## src/rtl/sum_accumulator_pkg.sv

```systemverilog
// ---------------------------------------------------------------------------
// sum_acc_pkg: shared state encoding and default widths for sum_accumulator.
// Revision: 1.0
// ---------------------------------------------------------------------------
`default_nettype none

package sum_acc_pkg;

  localparam int SUM_W_DEFAULT = 6;
  localparam int ACC_W_DEFAULT = 12;
  localparam int CNT_W_DEFAULT = 4;

  typedef enum logic [1:0] {
    IDLE = 2'd0,
    ACC  = 2'd1,
    HOLD = 2'd2
  } state_t;

endpackage

`default_nettype wire

```

## src/rtl/sum_accumulator_sat_add.sv

```systemverilog
// ---------------------------------------------------------------------------
// sat_add: W-bit adder with carry out; clamps to all-ones on carry when
// SUM_ACCUMULATOR_SATURATE_EN is defined, otherwise wraps.
// Revision: 1.0
// ---------------------------------------------------------------------------
`default_nettype none

module sat_add #(
  parameter int W = 12
) (
  input  logic [W-1:0] a,
  input  logic [W-1:0] b,
  output logic [W-1:0] sum,
  output logic         carry
);

  logic [W:0] full;

  assign full  = {1'b0, a} + {1'b0, b};
  assign carry = full[W];

`ifdef SUM_ACCUMULATOR_SATURATE_EN
  // Once clamped, any further non-zero operand carries again and re-clamps.
  assign sum = carry ? {W{1'b1}} : full[W-1:0];
`else
  assign sum = full[W-1:0];
`endif

endmodule

`default_nettype wire

```

## src/rtl/sum_accumulator.sv

```systemverilog
// ---------------------------------------------------------------------------
// sum_accumulator: sums a programmed number of 7-bit adder results into a
// wide total with sticky overflow. Option macro: SUM_ACCUMULATOR_SATURATE_EN.
// Revision: 1.0
// ---------------------------------------------------------------------------
`default_nettype none

module sum_accumulator
  import sum_acc_pkg::*;
#(
  parameter int SUM_W = SUM_W_DEFAULT,
  parameter int ACC_W = ACC_W_DEFAULT,
  parameter int CNT_W = CNT_W_DEFAULT
) (
  input  logic             clk,
  input  logic             rst_n,
  input  logic             start,
  input  logic [CNT_W-1:0] num_ops,
  input  logic             in_valid,
  output logic             in_ready,
  input  logic [SUM_W-1:0] in_sum,
  input  logic             in_cout,
  output logic             out_valid,
  input  logic             out_ready,
  output logic [ACC_W-1:0] out_acc,
  output logic             out_ovf,
  output logic             busy
);

  localparam int PAD_W = ACC_W - SUM_W - 1;

  state_t           state_q, state_d;
  logic [ACC_W-1:0] acc_q, acc_d;
  logic             ovf_q, ovf_d;
  logic [CNT_W-1:0] remaining_q, remaining_d;

  logic [ACC_W-1:0] operand;
  logic [ACC_W-1:0] add_sum;
  logic             add_carry;

  assign operand = {{PAD_W{1'b0}}, in_cout, in_sum};

  sat_add #(
    .W (ACC_W)
  ) u_sat_add (
    .a     (acc_q),
    .b     (operand),
    .sum   (add_sum),
    .carry (add_carry)
  );

  always_comb begin
    state_d     = state_q;
    acc_d       = acc_q;
    ovf_d       = ovf_q;
    remaining_d = remaining_q;
    case (state_q)
      IDLE: begin
        if (start) begin
          remaining_d = num_ops;
          acc_d       = '0;
          ovf_d       = 1'b0;
          state_d     = (num_ops == '0) ? HOLD : ACC;
        end
      end
      ACC: begin
        if (in_valid) begin
          acc_d       = add_sum;
          ovf_d       = ovf_q | add_carry;
          remaining_d = remaining_q - 1'b1;
          if (remaining_q == {{(CNT_W-1){1'b0}}, 1'b1}) begin
            state_d = HOLD;
          end
        end
      end
      HOLD: begin
        if (out_ready) begin
          state_d = IDLE;
        end
      end
      default: state_d = IDLE;
    endcase
  end

  always_ff @(posedge clk) begin
    if (!rst_n) begin
      state_q     <= IDLE;
      acc_q       <= '0;
      ovf_q       <= 1'b0;
      remaining_q <= '0;
    end else begin
      state_q     <= state_d;
      acc_q       <= acc_d;
      ovf_q       <= ovf_d;
      remaining_q <= remaining_d;
    end
  end

  // Handshake outputs decode only from registered state.
  assign in_ready  = (state_q == ACC);
  assign out_valid = (state_q == HOLD);
  assign busy      = (state_q == ACC) || (state_q == HOLD);
  assign out_acc   = acc_q;
  assign out_ovf   = ovf_q;

endmodule

`default_nettype wire

```

## config.mk

```make
export PLATFORM = sky130hd
export DESIGN_NAME = sum_accumulator
export DESIGN_NICKNAME = d
export VERILOG_FILES = /design/src/rtl/sum_accumulator_pkg.sv /design/src/rtl/sum_accumulator_sat_add.sv /design/src/rtl/sum_accumulator.sv
export SDC_FILE = /design/constraint.sdc
export NUM_CORES = 1
export LEC_CHECK = 0
export ABC_AREA = 1
export CORE_ASPECT_RATIO = 1.2
export CORE_UTILIZATION = 44
export DETAILED_ROUTE_END_ITERATION = 7
export MAX_ROUTING_LAYER = met4
export PLACE_DENSITY = 0.66
export SLEW_MARGIN = 5
export SYNTH_ARGS = -nofsm -noshare
export SYNTH_HDL_FRONTEND = slang
export SYNTH_HIERARCHICAL = 1
export SYNTH_SLANG_ARGS = --single-unit
```

## constraint.sdc

```tcl
create_clock -name clk -period 4.1 [get_ports clk]
set_input_delay 1.025 -clock clk [delete_from_list [all_inputs] [get_ports clk]]
set_output_delay 1.025 -clock clk [all_outputs]
set_load 0.02 [all_outputs]
```

==> results by group, run 1 <==
Run status
  – Status: finished clean

Timing
  – Max Fclk: 373.3 MHz
  – Final setup violation count: 0
  – Final Hold Viols: 0
  – Setup_tns: 0 ns
  – Relative slew slack: 53.95%
  – Unrepaired setup endpoints after global routing: no
  – Setup Skew: 0.002506 ns
  – Crit share post-route: 65.34%
  – Slew Viols, Final: 0
  – Worst-margin pin slew: 0.6874 ns
  – Final worst slack: 1.421 ns
  – Period minus WS final: 2.679 ns

Final layout
  – Non-filler instance count after layout: 337
  – Share of layout cells above drive strength 1: 12.63%
  – Post-route cell area: 2054 um^2
  – Fillers: 382
  – Layout Area Growth over Synthesis: 23.64%
  – Fin util: 56.54%
  – Diode count: 0
  – # nets final: 321

Synthesis
  – Sequential-to-total area share from yosys stat: 22.89%
  – Async S/R FF share, synth: 0%
  – Post-Syn Area: 1662 um^2
  – Avg Synthesized Cell Area: 6.646 um^2
  – Top FF cell, synth: dfxtp_1
  – Yosys top cell by area: dfxtp_1
  – Syn. warnings: 6
  – Cell with the most instances after synthesis: nand2_1
  – Area share of the largest cell type after synthesis: 22.89%
  – Post-Synthesis Cells: 250
  – Post-synth cell types: 25
  – Top post-synthesis cells by area: dfxtp_1 (23%), nand2_1 (18%), ha_1 (14%)
  – Top cells by count, synth: nand2_1 (79), inv_1 (30), dfxtp_1 (19), ha_1 (18), a21oi_1 (16)
  – Number of synthesized flops with an enable pin: 0
  – Seq cells post-synth: 19

Global route
  – Grt ovf: 0
  – Vias in the first global route: 1603
  – Largest net degree at the start of global routing: 20
  – Initial antenna violation count: 0
  – First-pass GRT wire length: 6.561 mm
  – Total track usage: 21.23%

Route
  – Drt first-iter violations: 70
  – Drt pass-1 iters: 6
  – Vias: 1644
  – Vias/cell: 4.878
  – WL per Instance: 11.54 um
  – WL final: 3.888 mm
  – Post-route antenna net violation count: 0
  – DRC viols: 0

Power
  – Worst IR Drop VDD: 0.0001550 V
  – Register share of total power: 29.2%
  – Power Dens Cells: 406.9 nW/um^2
  – Net Sw Frac: 45.13%
  – Leak: 0.9989 nW
  – Net Sw Power: 0.3773 mW
  – Clock share of power: 16.0%
  – Gate power share: 54.8%
  – Pint: 0.4588 mW

CTS
  – CTS tree: yes
  – Worst-path clk slew: 0.08 ns
  – Skew-Pair Late Insertion Delay: 0.25 ns
  – Num CTS Buffers: 3
  – Root Driver: clkbuf_8
  – Clock Path Buffers: 2
  – Postcts setup bufs: 0
  – Post-CTS Resized: 0
  – Hold buffer count at CTS: 0
  – Clock sinks: 19
  – H-Tree Level Count: 1

Placed design
  – Placer Congestion: 0.8693
  – IO Port Bufs: 31
  – Placed cell count: 333
  – Placed cell area: 2008 um^2
  – Detailed placer's ending HPWL: 3.020 mm
  – Pre-CTS setup slack: 1.167 ns

Floorplanning
  – Num rows: 24
  – Chip Width: 58.10 um
  – Area of the core: 3633 um^2
  – Die area: 4027 um^2
  – Die span in y: 69.32 um
  – Starting density of the core: 45.73%
  – Top Ports: 32

Setup path
  – Crit path DAT: 2.83 ns
  – Crit path launch type: input pin
  – CP dominant cell by count: nand2_1
  – Critical Path RT: 4.25 ns
  – Worst Setup End Kind: flop
  – Crit Path Class: input pin to flop
  – Critical Path, Cell by Cell: clkdlybuf4s50_1 -> ha_1 -> fa_1 -> nand3_1 -> nand3_2 -> nand4_1 -> nand2_1 -> nand2_1 -> nand2_1 -> a21oi_1 -> nor2_1
  – Max incr delay on CP: 0.44 ns
  – Highest-delay cell along the critical path: fa_1
  – CP max FO: 3

Run
  – Total of max-cap violations: 0

Hold path
  – Hold WC Path Type: flop to flop
[metrics by stage]
| stage | power (mW) | hold slack (ns) |
|---|---|---|
| after floorplan | 0.6158 | 0.4525 |
| after global placement | 0.7055 | 0.4555 |
| after detailed placement | 0.7077 | 0.4590 |
| after CTS | 0.8425 | 0.4786 |
| after global routing | 0.9071 | 0.5001 |
| final | 0.8360 | 0.4697 |
[kinds of logic after synthesis]
group | synth area share [%]
AO/OA/AOI/OAI | 13.48
XOR/XNOR | 3.163
adder cells (fa/ha/maj) | 14.76
buffers and inverters | 10.32
flip-flops | 22.89
other | 0.2257
AND/OR/NAND/NOR | 35.17
[cell usage in the layout (no fill, tap or decap), types with 2 or more instances in the layout]
cell type,n
o21ai_0,9
xor2_1,6
inv_1,30
nor2_2,3
nand3_2,2
clkdlybuf4s50_1,31
conb_1,5
nand3_1,15
ha_1,18
a21oi_2,8
inv_2,4
dfxtp_1,19
nand2_1,79
nand2_2,14
a21oi_1,16
clkbuf_8,3
nand4_1,4
nor2_1,13
[metal layers]
layer,share of wire [%],up-vias,GRT usage (%)
li1,-,856,-
met2,51,24,38.19
met5,0,-,-
met1,46,758,22.91
met4,1.9,0,9.788
met3,1.7,6,1.866
[path summary, 6_finish.rpt]
kind,from,cells after the start,end,slack (ns)
setup / recovery,in_sum[0],11,out_ovf$_SDFFE_PN0P_,1.42
hold / removal,out_ovf$_SDFFE_PN0P_,2,out_ovf$_SDFFE_PN0P_,0.47
hold reg to reg,out_ovf$_SDFFE_PN0P_,2,out_ovf$_SDFFE_PN0P_,0.47
setup reg to reg,out_acc[0]$_SDFFE_PN0P_,10,out_ovf$_SDFFE_PN0P_,2.23
[sequential cells by signal, indices dropped and copies added (netlist names)]
register	flops
out_ovf	1
state_q	2
out_acc	12
remaining_q	4
[power groups by stage]
| stage | sequential [mW] | clock, mW | combinational (mW) |
|---|---|---|---|
| finish | 0.244 | 0.134 | 0.458 |
| CTS | 0.244 | 0.137 | 0.461 |
| global route | 0.249 | 0.148 | 0.510 |
| global placement | 0.248 | 0 | 0.457 |
| floorplan | 0.253 | 0 | 0.363 |
| detailed placement | 0.248 | 0 | 0.459 |
[critical path: cells and delay by family]
kind                     cells  cell delay [ns]
adder cells (fa/ha/maj)      2             0.68
AND/OR/NAND/NOR              7             0.59
buffers and inverters        1             0.40
AO/OA/AOI/OAI                1             0.13
[cell type report]
cell class	count	area [um^2]	share of cell area, %
Clock buffer	3	41.29	2.010
Clock inverter	1	5.005	0.2436
Inverter	34	127.6	6.212
Multi-Input combinational cell	197	1125	54.75
Sequential cell	19	380.4	18.51
Tap cell	52	65.06	3.167
Timing Repair Buffer	31	310.3	15.10
Power figures use the tool's default switching activity.
==> run 2: changes to the inputs <==
PLACE_DENSITY = 0.69   (was 0.66)
clock period = 2.32 ns   (was 4.1 ns; I/O delays follow)
==> run 2 against run 1 <==
Register-to-register slack worse by 1.7 ns; sequential power up 77%; highest routed layer unchanged; sequential cell count unchanged; count of clock-buffer cells in the layout up 1; largest cell class unchanged; combinational power up 77%; clock skew up 0.0047 ns; critical path depth down 8; via count down 1.3%; final cell count up 1.2%; critical endpoint is now busy.
==> results by group, run 2 (same netlist as run 1, synthesis figures left out) <==
Setup path
  – Reg-to-Reg Start: state_q[1]$_SDFFE_PN0P_
  – CP max FO: 4
  – Crit path DAT: 1.57 ns
  – Critical Path, Cell by Cell: inv_1 -> ha_1 -> clkdlybuf4s50_1
  – Highest-delay cell along the critical path: clkdlybuf4s50_1
  – Crit Path Class: flop to output port
  – Internal reg-to-reg setup slack: 0.54 ns
  – R2r worst-path depth: 6
  – Critical Path RT: 1.74 ns
  – Crit path launch type: flop
  – Max incr delay on CP: 0.59 ns
  – Worst R2R End: out_ovf$_SDFFE_PN0P_
  – Worst Setup End Kind: output port

Global route
  – First-pass GRT wire length: 6.375 mm
  – Vias in the first global route: 1531
  – Total track usage: 20.50%
  – Largest net degree at the start of global routing: 20
  – Grt ovf: 0
  – Initial antenna violation count: 0

Run status
  – Status: finished clean

Floorplanning
  – Num rows: 24
  – Die span in y: 69.32 um
  – Chip Width: 58.10 um
  – Area of the core: 3633 um^2
  – Top Ports: 32
  – Die area: 4027 um^2
  – Starting density of the core: 45.73%

Final layout
  – Area of the multi-input gates: 1125 um^2
  – Register area: 380.4 um^2
  – Commonest non-fill, non-tap cell in the layout: nand2_1
  – Share of layout cells above drive strength 1: 13.49%
  – Layout Area Growth over Synthesis: 25.38%
  – Fillers: 374
  – Most frequent cells in the layout: nand2_1 (79), clkdlybuf4s50_1 (31), inv_1 (30)
  – Post-route cell area: 2083 um^2
  – Non-filler instance count after layout: 341
  – # nets final: 325
  – Diode count: 0
  – Max FFs per register: 12

Power
  – Pint: 0.8165 mW
  – Pwr Total: 1.469 mW
  – Register share of total power: 29.4%
  – Clock share of power: 15.5%
  – Gate power share: 55.1%
  – Leak: 1.017 nW
  – Net Sw Power: 0.6525 mW
  – Net Sw Frac: 44.42%
  – Power Dens Cells: 705.1 nW/um^2
  – Worst IR Drop VDD: 0.0003226 V

Placed design
  – Placed cell area: 2038 um^2
  – Placer Congestion: 0.9088
  – Detailed placer's ending HPWL: 2.967 mm
  – Placed cell count: 337
  – IO Port Bufs: 31

Timing
  – Unrepaired setup endpoints after global routing: no
  – Final Hold Viols: 0
  – Relative slew slack: 54.15%
  – Setup Skew: 0.007238 ns
  – Period minus WS final: 2.146 ns
  – Setup_tns: 0 ns
  – Final setup violation count: 0
  – Slew Viols, Final: 0
  – Max Fclk: 465.9 MHz
  – Worst-margin pin slew: 0.6845 ns
  – Crit share post-route: 92.51%
  – WHS: 0.4871 ns

Hold path
  – Worst Hold End: out_acc[7]$_SDFFE_PN0P_
  – Hold Crit Depth: 2
  – Hold WC Path Type: flop to flop
  – Hold path startpoint: out_acc[7]$_SDFFE_PN0P_

CTS
  – H-Tree Level Count: 1
  – CTS tree: yes
  – Skew-Pair Late Insertion Delay: 0.25 ns
  – Clock Path Buffers: 2
  – Hold buffer count at CTS: 0
  – Clock sinks: 19
  – Num CTS Buffers: 3
  – Worst-path clk slew: 0.07 ns
  – Post-CTS Resized: 0
  – Postcts setup bufs: 0
  – Root Driver: clkbuf_8

Route
  – Post-route antenna net violation count: 0
  – Drt pass-1 iters: 4
  – DRC viols: 0
  – Vias: 1623
  – Vias/cell: 4.760
  – WL final: 3.668 mm
  – WL per Instance: 10.76 um
  – Drt first-iter violations: 71

Run
  – Total of max-cap violations: 0
## run 2: layout make-up
class                           instances  area share [%]
Multi-Input combinational cell        197           53.99
Sequential cell                        19           18.26
Timing Repair Buffer                   35           16.34
Inverter                               34           6.126
Tap cell                               52           3.123
Clock buffer                            4           2.162
## run 2: metrics by stage
stage	setup WS, ns	util, %
4_1_cts	0.1655	57.33
3_3_place_gp	-0.02400	56.09
3_5_place_dp	-0.05911	56.09
5_1_grt	0.04218	57.33
6_report	0.1737	57.33
2_1_floorplan	0.4133	-
## run 2: worst max-delay path, delay by kind of cell, from the launching register on
family,cells,cell delay (ns)
adders and majority gates,1,0.27
DFF,1,0.38
buffers and inverters,2,0.67
## run 2: power by group through the flow
stage	logic, mW	clock network (mW)	registers, mW
3_5_place_dp	0.813	0	0.440
5_1_grt	0.900	0.255	0.441
3_3_place_gp	0.803	0	0.439
6_report	0.809	0.228	0.432
4_1_cts	0.816	0.240	0.432
2_1_floorplan	0.641	0	0.447
## run 2: worst max-delay path by stage
| stage | slack [ns] | end | startpoint |
|---|---|---|---|
| 5_1_grt | 0.04 | out_ovf$_SDFFE_PN0P_ | in_sum[0] |
| 3_5_place_dp | -0.06 | out_ovf$_SDFFE_PN0P_ | in_sum[0] |
| 2_1_floorplan | 0.41 | out_ovf$_SDFFE_PN0P_ | in_sum[0] |
| 4_1_cts | 0.17 | busy | state_q[0]$_SDFFE_PN0P_ |
| 6_report | 0.17 | busy | state_q[0]$_SDFFE_PN0P_ |
| 3_3_place_gp | -0.02 | out_ovf$_SDFFE_PN0P_ | in_sum[0] |
## run 2: metal layers
layer  track usage [%]  wire [um]  vias up
met3             1.866        129        2
met4             5.556         24        0
met2             35.12       1745       24
met1             25.38       1769      729
li1                  -          -      868
met5                 -          0        -
==> run 3: changes to the inputs <==
CELL_PAD_IN_SITES_DETAIL_PLACEMENT = 1   (was not set)
CELL_PAD_IN_SITES_GLOBAL_PLACEMENT = 2   (was not set)
CORE_UTILIZATION = 25   (was 44)
PLACE_DENSITY = 0.72   (was 0.69)
==> run 3 against run 2 <==
Utilization down 24 points; register-to-register slack worse by 0.03 ns; die area up 73%; critical path type unchanged; largest cell class unchanged.
==> results by group, run 3 (same netlist as run 1, synthesis figures left out) <==
Setup path
  – Worst Setup End Kind: output port
  – Worst R2R End: out_ovf$_SDFFE_PN0P_
  – Beginning of the critical path: state_q[0]$_SDFFE_PN0P_
  – Crit Path Class: flop to output port
  – Crit path launch type: flop
  – Critical Path RT: 1.74 ns
  – R2r worst-path depth: 6
  – Crit path DAT: 1.59 ns
  – Internal reg-to-reg setup slack: 0.51 ns
  – CP max FO: 4
  – Worst Setup EP: busy
  – Reg-to-Reg Start: state_q[1]$_SDFFE_PN0P_

CTS
  – H-Tree Level Count: 1
  – Skew-Pair Late Insertion Delay: 0.25 ns
  – Postcts setup bufs: 0
  – Clock sinks: 19
  – Post-CTS Resized: 0
  – Num CTS Buffers: 3
  – Worst-path clk slew: 0.07 ns
  – Root Driver: clkbuf_8
  – CTS tree: yes
  – Clock Path Buffers: 2
  – Hold buffer count at CTS: 0

Timing
  – Period minus WS final: 2.169 ns
  – Slew Viols, Final: 0
  – Relative slew slack: 52.20%
  – WHS: 0.4750 ns
  – Setup Skew: 0.004324 ns
  – Crit share post-route: 93.51%
  – Final setup violation count: 0
  – Setup_tns: 0 ns
  – Unrepaired setup endpoints after global routing: no
  – Worst-margin pin slew: 0.7136 ns
  – Final Hold Viols: 0
  – Final worst slack: 0.1506 ns
  – Max Fclk: 461.0 MHz

Final layout
  – Area of the multi-input gates: 1125 um^2
  – Diode count: 0
  – Fillers: 832
  – Register area: 380.4 um^2
  – Layout Area Growth over Synthesis: 29.29%
  – Non-filler instance count after layout: 377
  – Share of layout cells above drive strength 1: 14.73%
  – # nets final: 328
  – Post-route cell area: 2148 um^2
  – Most frequent cells in the layout: nand2_1 (79), clkdlybuf4s50_1 (31), inv_1 (30)
  – Max FFs per register: 12
  – Commonest non-fill, non-tap cell in the layout: nand2_1
  – Fin util: 33.54%

Global route
  – Largest net degree at the start of global routing: 20
  – Vias in the first global route: 1798
  – Total track usage: 15.28%
  – Initial antenna violation count: 0
  – First-pass GRT wire length: 8.328 mm
  – Grt ovf: 0

Power
  – Leak: 1.035 nW
  – Gate power share: 55.9%
  – Clock share of power: 15.3%
  – Net Sw Power: 0.6851 mW
  – Worst IR Drop VDD: 0.0003491 V
  – Power Dens Cells: 702.3 nW/um^2
  – Register share of total power: 28.8%
  – Net Sw Frac: 45.40%
  – Pint: 0.8238 mW
  – Pwr Total: 1.509 mW

Placed design
  – Placed cell count: 373
  – Placed cell area: 2102 um^2
  – IO Port Bufs: 31
  – Detailed placer's ending HPWL: 4.011 mm
  – Pre-CTS setup slack: -0.1112 ns
  – Placer Congestion: 0.8089

Route
  – Drt pass-1 iters: 3
  – Vias/cell: 4.395
  – Drt first-iter violations: 37
  – Post-route antenna net violation count: 0
  – DRC viols: 0
  – WL per Instance: 12.66 um
  – Vias: 1657
  – WL final: 4.773 mm

Floorplanning
  – Die area: 6978 um^2
  – Area of the core: 6406 um^2
  – Starting density of the core: 25.94%
  – Num rows: 32
  – Die span in y: 91.31 um
  – Top Ports: 32
  – Chip Width: 76.42 um

Run status
  – Status: finished clean

Run
  – Total of max-cap violations: 0

Hold path
  – Hold WC Path Type: flop to flop
-- run 3: how the worst min path moves through the flow --
stage | from | endpoint | slack [ns] | cells past startpoint
after floorplan | remaining_q[2]$_SDFFE_PN0P_ | remaining_q[2]$_SDFFE_PN0P_ | 0.45 | 2
after global placement | out_ovf$_SDFFE_PN0P_ | out_ovf$_SDFFE_PN0P_ | 0.46 | 2
after detailed placement | out_ovf$_SDFFE_PN0P_ | out_ovf$_SDFFE_PN0P_ | 0.47 | 2
after CTS | out_ovf$_SDFFE_PN0P_ | out_ovf$_SDFFE_PN0P_ | 0.49 | 2
after global routing | remaining_q[2]$_SDFFE_PN0P_ | remaining_q[2]$_SDFFE_PN0P_ | 0.51 | 2
final | out_ovf$_SDFFE_PN0P_ | out_ovf$_SDFFE_PN0P_ | 0.48 | 2
-- run 3: area by class of cell --
class	count	share of cell area (%)
sequential	19	17.71
timing repair buffer	38	16.89
clock buffer	3	1.922
inverter	34	5.941
tap	85	4.950
clock inverter	1	0.2330
multi-input combinational	197	52.36
-- run 3: per-layer routing --
metal	GRT usage, %	wire length, um	part of all wire, %	vias to the layer above
met1	17.16	2107	44	767
met3	1.005	72	1.5	4
met4	5.288	58	1.2	0
met2	28.30	2534	53	18
li1	-	-	-	868
met5	-	0	0	-
-- run 3: worst max-delay path: stages, from the launching register on --
cell and delay, ns:
dfxtp_1 0.38, inv_1 0.08, ha_1 0.28, clkdlybuf4s50_1 0.60
-- run 3: power groups by stage --
stage / combinational [mW] / clock [mW] / sequential (mW)
after floorplan: 0.641 / 0 / 0.447
after global placement: 0.849 / 0 / 0.440
after detailed placement: 0.865 / 0 / 0.442
after CTS: 0.868 / 0.247 / 0.434
after global routing: 0.957 / 0.267 / 0.444
final: 0.844 / 0.231 / 0.434
